`src/rtl/sha256_pkg.sv`:
```
// Shared SHA-256 definitions: round constants, initial hash value,
// controller state encoding and the bitwise helper functions used by
// both the round datapath and the message-schedule update.
package sha256_pkg;

  typedef enum logic [1:0] {
    IDLE  = 2'd0,
    ROUND = 2'd1,
    FEED  = 2'd2,
    DONE  = 2'd3
  } state_t;

  // Round constants; K[0] is the leftmost word so K[t] indexes naturally.
  localparam logic [0:63][31:0] K = {
    32'h428a2f98, 32'h71374491, 32'hb5c0fbcf, 32'he9b5dba5,
    32'h3956c25b, 32'h59f111f1, 32'h923f82a4, 32'hab1c5ed5,
    32'hd807aa98, 32'h12835b01, 32'h243185be, 32'h550c7dc3,
    32'h72be5d74, 32'h80deb1fe, 32'h9bdc06a7, 32'hc19bf174,
    32'he49b69c1, 32'hefbe4786, 32'h0fc19dc6, 32'h240ca1cc,
    32'h2de92c6f, 32'h4a7484aa, 32'h5cb0a9dc, 32'h76f988da,
    32'h983e5152, 32'ha831c66d, 32'hb00327c8, 32'hbf597fc7,
    32'hc6e00bf3, 32'hd5a79147, 32'h06ca6351, 32'h14292967,
    32'h27b70a85, 32'h2e1b2138, 32'h4d2c6dfc, 32'h53380d13,
    32'h650a7354, 32'h766a0abb, 32'h81c2c92e, 32'h92722c85,
    32'ha2bfe8a1, 32'ha81a664b, 32'hc24b8b70, 32'hc76c51a3,
    32'hd192e819, 32'hd6990624, 32'hf40e3585, 32'h106aa070,
    32'h19a4c116, 32'h1e376c08, 32'h2748774c, 32'h34b0bcb5,
    32'h391c0cb3, 32'h4ed8aa4a, 32'h5b9cca4f, 32'h682e6ff3,
    32'h748f82ee, 32'h78a5636f, 32'h84c87814, 32'h8cc70208,
    32'h90befffa, 32'ha4506ceb, 32'hbef9a3f7, 32'hc67178f2
  };

  // Initial hash value; H0 word 0 sits in the top 32 bits, matching the
  // digest layout so the chain register can be loaded directly.
  localparam logic [255:0] H0 = {
    32'h6a09e667, 32'hbb67ae85, 32'h3c6ef372, 32'ha54ff53a,
    32'h510e527f, 32'h9b05688c, 32'h1f83d9ab, 32'h5be0cd19
  };

  function automatic logic [31:0] rotr(input logic [31:0] x, input int n);
    rotr = (x >> n) | (x << (32 - n));
  endfunction

  function automatic logic [31:0] Sigma0(input logic [31:0] x);
    Sigma0 = rotr(x, 2) ^ rotr(x, 13) ^ rotr(x, 22);
  endfunction

  function automatic logic [31:0] Sigma1(input logic [31:0] x);
    Sigma1 = rotr(x, 6) ^ rotr(x, 11) ^ rotr(x, 25);
  endfunction

  function automatic logic [31:0] sigma0(input logic [31:0] x);
    sigma0 = rotr(x, 7) ^ rotr(x, 18) ^ (x >> 3);
  endfunction

  function automatic logic [31:0] sigma1(input logic [31:0] x);
    sigma1 = rotr(x, 17) ^ rotr(x, 19) ^ (x >> 10);
  endfunction

  function automatic logic [31:0] choice(input logic [31:0] x, input logic [31:0] y,
                                         input logic [31:0] z);
    choice = (x & y) ^ (~x & z);
  endfunction

  function automatic logic [31:0] majority(input logic [31:0] x, input logic [31:0] y,
                                           input logic [31:0] z);
    majority = (x & y) ^ (x & z) ^ (y & z);
  endfunction

endpackage

```
`src/rtl/sha256_round.sv`:
```
// Purely combinational single SHA-256 compression round. The working
// registers travel as one 256-bit bundle with a in the top word and h in
// the bottom word; all sums wrap modulo 2^32.
module sha256_round
  import sha256_pkg::*;
(
  input  logic [255:0] state_in,
  input  logic [31:0]  k,
  input  logic [31:0]  w,
  output logic [255:0] state_out
);

  logic [31:0] a, b, c, d, e, f, g, h;
  logic [31:0] t1, t2;

  assign {a, b, c, d, e, f, g, h} = state_in;

  assign t1 = h + Sigma1(e) + choice(e, f, g) + k + w;
  assign t2 = Sigma0(a) + majority(a, b, c);

  // New a and e absorb the round sums; everything else shifts one place.
  assign state_out = {t1 + t2, a, b, c, d + t1, e, f, g};

endmodule

```
`src/rtl/sha256_iter_ctrl.sv`:
```
// Iterative SHA-256 compression controller: accepts one padded block at a
// time, runs 64 rounds through a single shared round instance, folds the
// result into the chaining value and hands out the final digest.
module sha256_iter_ctrl
  import sha256_pkg::*;
(
  input  logic         clk,
  input  logic         reset,
  input  logic         blk_valid,
  output logic         blk_ready,
  input  logic [511:0] blk_data,
  input  logic         blk_first,
  input  logic         blk_last,
  output logic         digest_valid,
  input  logic         digest_ready,
  output logic [255:0] digest,
  output logic         busy
);

  state_t state, next_state;

  logic [5:0]        t;
  logic [15:0][31:0] window;
  logic [255:0]      work;
  logic [255:0]      chain;
  logic [255:0]      round_out;
  logic [255:0]      feed_sum;
  logic [31:0]       new_word;
  logic              last_latched;
  logic              accept;

  sha256_round u_round (
    .state_in  (work),
    .k         (K[t]),
    .w         (window[0]),
    .state_out (round_out)
  );

  // Next schedule word, computed from the current 16-word window.
  assign new_word = sigma1(window[14]) + window[9] + sigma0(window[1]) + window[0];

  // Per-word feed-forward of the working registers into the chain.
  always_comb begin
    feed_sum = '0;
    for (int i = 0; i < 8; i++) begin
      feed_sum[32*i +: 32] = chain[32*i +: 32] + work[32*i +: 32];
    end
  end

  // State register.
  always_ff @(posedge clk or posedge reset) begin
    if (reset) begin
      state <= IDLE;
    end else begin
      state <= next_state;
    end
  end

  // Next-state and state-decoded handshake outputs (no input-to-output paths
  // except through the accept qualifier, which only feeds registers).
  always_comb begin
    next_state = state;
    blk_ready  = 1'b0;
    busy       = 1'b0;
    accept     = 1'b0;
    case (state)
      IDLE: begin
        blk_ready = 1'b1;
        accept    = blk_valid;
        if (blk_valid) begin
          next_state = ROUND;
        end
      end
      ROUND: begin
        busy = 1'b1;
        if (t == 6'd63) begin
          next_state = FEED;
        end
      end
      FEED: begin
        busy       = 1'b1;
        next_state = last_latched ? DONE : IDLE;
      end
      DONE: begin
        if (digest_ready) begin
          next_state = IDLE;
        end
      end
      default: next_state = IDLE;
    endcase
  end

  // Block intake, round iteration and schedule update.
  always_ff @(posedge clk or posedge reset) begin
    if (reset) begin
      t            <= '0;
      window       <= '0;
      work         <= '0;
      last_latched <= 1'b0;
    end else begin
      case (state)
        IDLE: begin
          if (accept) begin
            for (int i = 0; i < 16; i++) begin
              window[i] <= blk_data[511 - 32*i -: 32];
            end
            work         <= blk_first ? H0 : chain;
            last_latched <= blk_last;
            t            <= '0;
          end
        end
        ROUND: begin
          work   <= round_out;
          window <= {new_word, window[15:1]};
          t      <= t + 6'd1;
        end
        default: ;
      endcase
    end
  end

  // Chaining value: reloaded on a first block, advanced at FEED, and
  // returned to H0 once a digest has been handed over.
  always_ff @(posedge clk or posedge reset) begin
    if (reset) begin
      chain <= H0;
    end else begin
      case (state)
        IDLE:    if (accept && blk_first) chain <= H0;
        FEED:    chain <= feed_sum;
        DONE:    if (digest_ready) chain <= H0;
        default: ;
      endcase
    end
  end

  // Registered digest output; it keeps its value after the handshake.
  always_ff @(posedge clk or posedge reset) begin
    if (reset) begin
      digest       <= '0;
      digest_valid <= 1'b0;
    end else begin
      if (state == FEED && last_latched) begin
        digest       <= feed_sum;
        digest_valid <= 1'b1;
      end else if (state == DONE && digest_ready) begin
        digest_valid <= 1'b0;
      end
    end
  end

endmodule

```
`config.mk`:
```
export PLATFORM = sky130hd
export DESIGN_NAME = sha256_iter_ctrl
export DESIGN_NICKNAME = d
export VERILOG_FILES = /design/src/rtl/sha256_pkg.sv /design/src/rtl/sha256_round.sv /design/src/rtl/sha256_iter_ctrl.sv
export SDC_FILE = /design/constraint.sdc
export NUM_CORES = 2
export LEC_CHECK = 0
export ABC_AREA = 1
export CORE_MARGIN = 8
export CORE_UTILIZATION = 54
export CTS_BUF_LIST = sky130_fd_sc_hd__clkbuf_8
export DETAILED_ROUTE_END_ITERATION = 8
export PLACE_DENSITY = 0.72
export SETUP_SLACK_MARGIN = 0.5
export SLEW_MARGIN = 15
export SYNTH_ARGS = -nofsm -noshare
export SYNTH_HDL_FRONTEND = slang
export SYNTH_SLANG_ARGS = --single-unit
```
`constraint.sdc`:
```
create_clock -name clk -period 87 [get_ports clk]
set_clock_uncertainty 0.2 [all_clocks]
set_input_delay 21.75 -clock clk [delete_from_list [all_inputs] [get_ports clk]]
set_output_delay 21.75 -clock clk [all_outputs]
set_load 0.01 [all_outputs]
```
==> Implementation_results.wiki <==
{| class="wikitable"
! Metric !! Value
|-
| # DRC || 0
|-
| Slew at the pin closest to its max-slew limit || 1.30 ns
|-
| Post-route minimum period || 26.86 ns
|-
| I/O pin total || 777
|-
| Max_slew headroom || 0.125
|-
| Initial drt markers || 10600
|-
| Max-Cap Viols || 0
|-
| Period utilization || 0.309
|-
| Number of rows in the core area || 146
|-
| Sequential area share after synthesis || 0.381
|-
| Number of distinct standard cells referenced by the synthesized netlist || 80
|-
| CTS tree || yes
|-
| Post-CTS Setup Inserts || 0
|-
| Via count || 83600
|-
| Maximum clock frequency || 37.2 MHz
|-
| Clock latency reported for the late side of the worst-skew pair || 1.02 ns
|-
| Critical Path AT || 27.52 ns
|-
| Number of enable-type register cells in the synthesized netlist || 0
|-
| Maximum count of clock buffers along a single path || 3
|-
| Count of buffers from port buffering || 776
|-
| Synth Net Count || 12200
|-
| Total setup violations reported at the end of the flow || 0
|-
| Launching element type of the critical path || input port
|-
| Vias per inst || 6.03
|-
| Height of the chip || 413 um
|-
| Hold buffer count at CTS || 0
|-
| Yosys warns || 0
|-
| Top fanout value on the critical path || 114
|-
| X dimension of the die || 413 um
|-
| Critical path origin || blk_valid
|-
| Final #Nets || 12700
|-
| Clock root buffer || sky130_fd_sc_hd__clkbuf_8
|-
| Synthesized area per cell || 7.68 sq um
|-
| Remaining Overflow, GRT || 0
|-
| Core area || 158000 sq um
|-
| Worst Hold Class || flip-flop to flip-flop
|-
| Run status || finished clean
|-
| Vias in the first global route || 80200
|-
| Critical Path RT || 87.66 ns
|-
| Clock Sinks || 1290
|-
| Placed wire-length estimate || 276 mm
|-
| Dominant synthesized flop cell || sky130_fd_sc_hd__dfrtp_1
|-
| Drt pass-1 iters || 8
|-
| Type of the worst setup path || input port to flip-flop
|-
| Total Routed Length || 354 mm
|-
| Routability cong. || 1.05
|-
| Reg2Reg Setup Slack || 77.79 ns
|-
| Gate count of the mapped netlist || 11100
|-
| P&R area growth vs syn || 15.9%
|-
| Routed WL per cell || 25.5 um
|-
| Initial antenna violation count || 37
|-
| Final Hold Violating Endpoints || 0
|-
| Syn Std Cell Area || 85300 sq um
|-
| TNS Setup || 0 ns
|-
| H-tree depth reported by CTS || 4
|-
| Initial standard-cell utilization of the core || 0.541
|-
| Launch point of the worst reg-to-reg path || t[0]$_DFFE_PP0P_
|-
| Clock-pin transition on the worst setup and hold timing paths || 0.06 ns
|-
| Post-route antenna net violation count || 0
|-
| Flop and latch count out of synthesis || 1290
|-
| TritonCTS buffer count || 216
|-
| Maximum number of pins on one net before global-route repair || 267
|-
| Post-cts repair resize count || 0
|-
| Total Routing Usage GR || 0.403
|-
| Setup repair after global routing missed its margin || false
|-
| Endpoint of the most critical register-to-register path || work[248]$_DFFE_PP0P_
|-
| Critical path endpoint category || flip-flop
|-
| Count of cells along the worst register-to-register path || 35
|-
| Area of the die || 171000 sq um
|-
| Share of final-layout standard cells stronger than drive strength 1 || 0.0622
|-
| First-pass GRT wire length || 518 mm
|-
| Termination of the worst setup path || window[277]$_DFFE_PP0P_
|-
| Proportion of synthesized flip-flops having asynchronous set or reset || 1.00
|-
| Count of pins over their slew limit || 0
|}
stage by stage:
stage | cells | util | worst slack (ns) | instance area [sq um] | hold slack (ns)
after floorplan | 11100 | - | 28.92 | 85300 | 0.249
after global placement | 13400 | 0.596 | 59.56 | 94000 | 0.257
after detailed placement | 13400 | 0.596 | 59.45 | 94000 | 0.265
after CTS | 13800 | 0.626 | 60.47 | 98800 | 0.281
after global routing | 13900 | 0.627 | 59.81 | 98800 | 0.297
final | 13900 | 0.627 | 60.14 | 98800 | 0.274
cells by family after synthesis:
logic type / count (synthesis) / share of synthesized area
AOI/OAI and AO/OA: 2491 / 0.174
DFF: 1290 / 0.381
muxes: 6 / 0.000763
and+or+nand+nor: 4528 / 0.214
xor gates and xnor gates: 445 / 0.0458
buffers and inverters: 1745 / 0.0798
adders and majority gates: 596 / 0.105
Yosys cell counts, drive strengths merged, types with 6 or more instances:
cell,instances,share of area
nor4,26,0.0023
o21bai,38,0.0033
or2,70,0.0052
inv,1146,0.051
nor3,79,0.0051
a31o,7,0.00072
o2111ai,6,0.00062
xnor2,199,0.020
nor2,977,0.043
o311ai,7,0.00072
a21oi,551,0.034
dfstp,136,0.042
o21a,18,0.0016
a22oi,65,0.0057
xor2,246,0.025
a221oi,13,0.0013
o221ai,120,0.012
dfrtp,1154,0.34
nand4,58,0.0043
ha,399,0.059
o211ai,28,0.0026
a21o,32,0.0028
nand3,369,0.022
o21ai,877,0.053
o31ai,14,0.0013
a32o,13,0.0015
o22ai,89,0.0065
clkbuf,400,0.018
nand2,2905,0.13
buf,197,0.012
a21boi,15,0.0016
a31oi,560,0.041
fa,197,0.046
a211oi,12,0.0011
nand3b,30,0.0026
cell type report:
type	count	area (sq um)
clock inverter	133	1050
antenna	31	77.6
sequential	1290	32500
timing repair buffer	863	8530
clock buffer	271	3730
inverter	1148	4350
fill	13900	58800
tap	2072	2590
multi-input combinational	8066	46100
cell usage in the layout, fill, tap and decap left out, types with 18 or more instances in the layout:
master,instances
sky130_fd_sc_hd__nor3_1,72
sky130_fd_sc_hd__o211ai_1,26
sky130_fd_sc_hd__clkbuf_8,271
sky130_fd_sc_hd__a22oi_1,65
sky130_fd_sc_hd__or2_2,50
sky130_fd_sc_hd__clkdlybuf4s50_1,776
sky130_fd_sc_hd__diode_2,31
sky130_fd_sc_hd__clkinv_2,28
sky130_fd_sc_hd__o21ai_1,43
sky130_fd_sc_hd__nand4_1,58
sky130_fd_sc_hd__xnor2_1,199
sky130_fd_sc_hd__dfrtp_1,1153
sky130_fd_sc_hd__xor2_1,245
sky130_fd_sc_hd__o21bai_1,38
sky130_fd_sc_hd__o21ai_2,25
sky130_fd_sc_hd__o21a_1,18
sky130_fd_sc_hd__dfstp_2,136
sky130_fd_sc_hd__fa_1,197
sky130_fd_sc_hd__a21o_1,31
sky130_fd_sc_hd__buf_4,78
sky130_fd_sc_hd__o221ai_1,120
sky130_fd_sc_hd__o22ai_1,89
sky130_fd_sc_hd__nor4_1,22
sky130_fd_sc_hd__nor2_1,973
sky130_fd_sc_hd__o21ai_0,808
sky130_fd_sc_hd__nand3b_1,30
sky130_fd_sc_hd__or2_1,19
sky130_fd_sc_hd__ha_1,398
sky130_fd_sc_hd__nand2_1,2887
sky130_fd_sc_hd__a31oi_1,560
sky130_fd_sc_hd__a21oi_1,531
sky130_fd_sc_hd__nand3_1,363
sky130_fd_sc_hd__inv_1,1206
layer usage:
| metal | track usage | part of all wire |
|---|---|---|
| met5 | 0 | 0.00011 |
| met4 | 0.217 | 0.064 |
| met3 | 0.106 | 0.11 |
| met2 | 0.605 | 0.43 |
| met1 | 0.532 | 0.39 |
registers in the layout (all words and copies together), names as in the netlist:
name and count:
last_latched 1, chain 256, work 256, digest 256
state 2, window 512, t 6, digest_valid 1
how the worst min path moves through the flow:
stage                             start                  endpoint  slack [ns]  cells past startpoint
2_1_floorplan   window[510]$_DFFE_PP0P_   window[510]$_DFFE_PP0P_        0.25                      2
3_3_place_gp   digest_valid$_DFFE_PP0P_  digest_valid$_DFFE_PP0P_        0.26                      2
3_5_place_dp    digest[254]$_DFFE_PP0P_   digest[254]$_DFFE_PP0P_        0.26                      2
4_1_cts         digest[254]$_DFFE_PP0P_   digest[254]$_DFFE_PP0P_        0.28                      2
5_1_grt          digest[42]$_DFFE_PP0P_    digest[42]$_DFFE_PP0P_        0.30                      2
6_report        digest[254]$_DFFE_PP0P_   digest[254]$_DFFE_PP0P_        0.27                      2
worst max-delay path, stage by stage:
cell and delay [ns]:
sky130_fd_sc_hd__clkdlybuf4s50_1 0.48, sky130_fd_sc_hd__nand2_1 0.20, sky130_fd_sc_hd__o21ai_4 0.33, sky130_fd_sc_hd__buf_4 0.74, sky130_fd_sc_hd__buf_4 0.70, sky130_fd_sc_hd__buf_4 0.90, sky130_fd_sc_hd__buf_4 0.94, sky130_fd_sc_hd__buf_4 0.94
sky130_fd_sc_hd__nor2_1 0.12, sky130_fd_sc_hd__a31oi_1 0.18
Power is left out: the tool's default activity adds up to more than one toggle a clock period on the data nets, which glitch-free logic cannot reach.
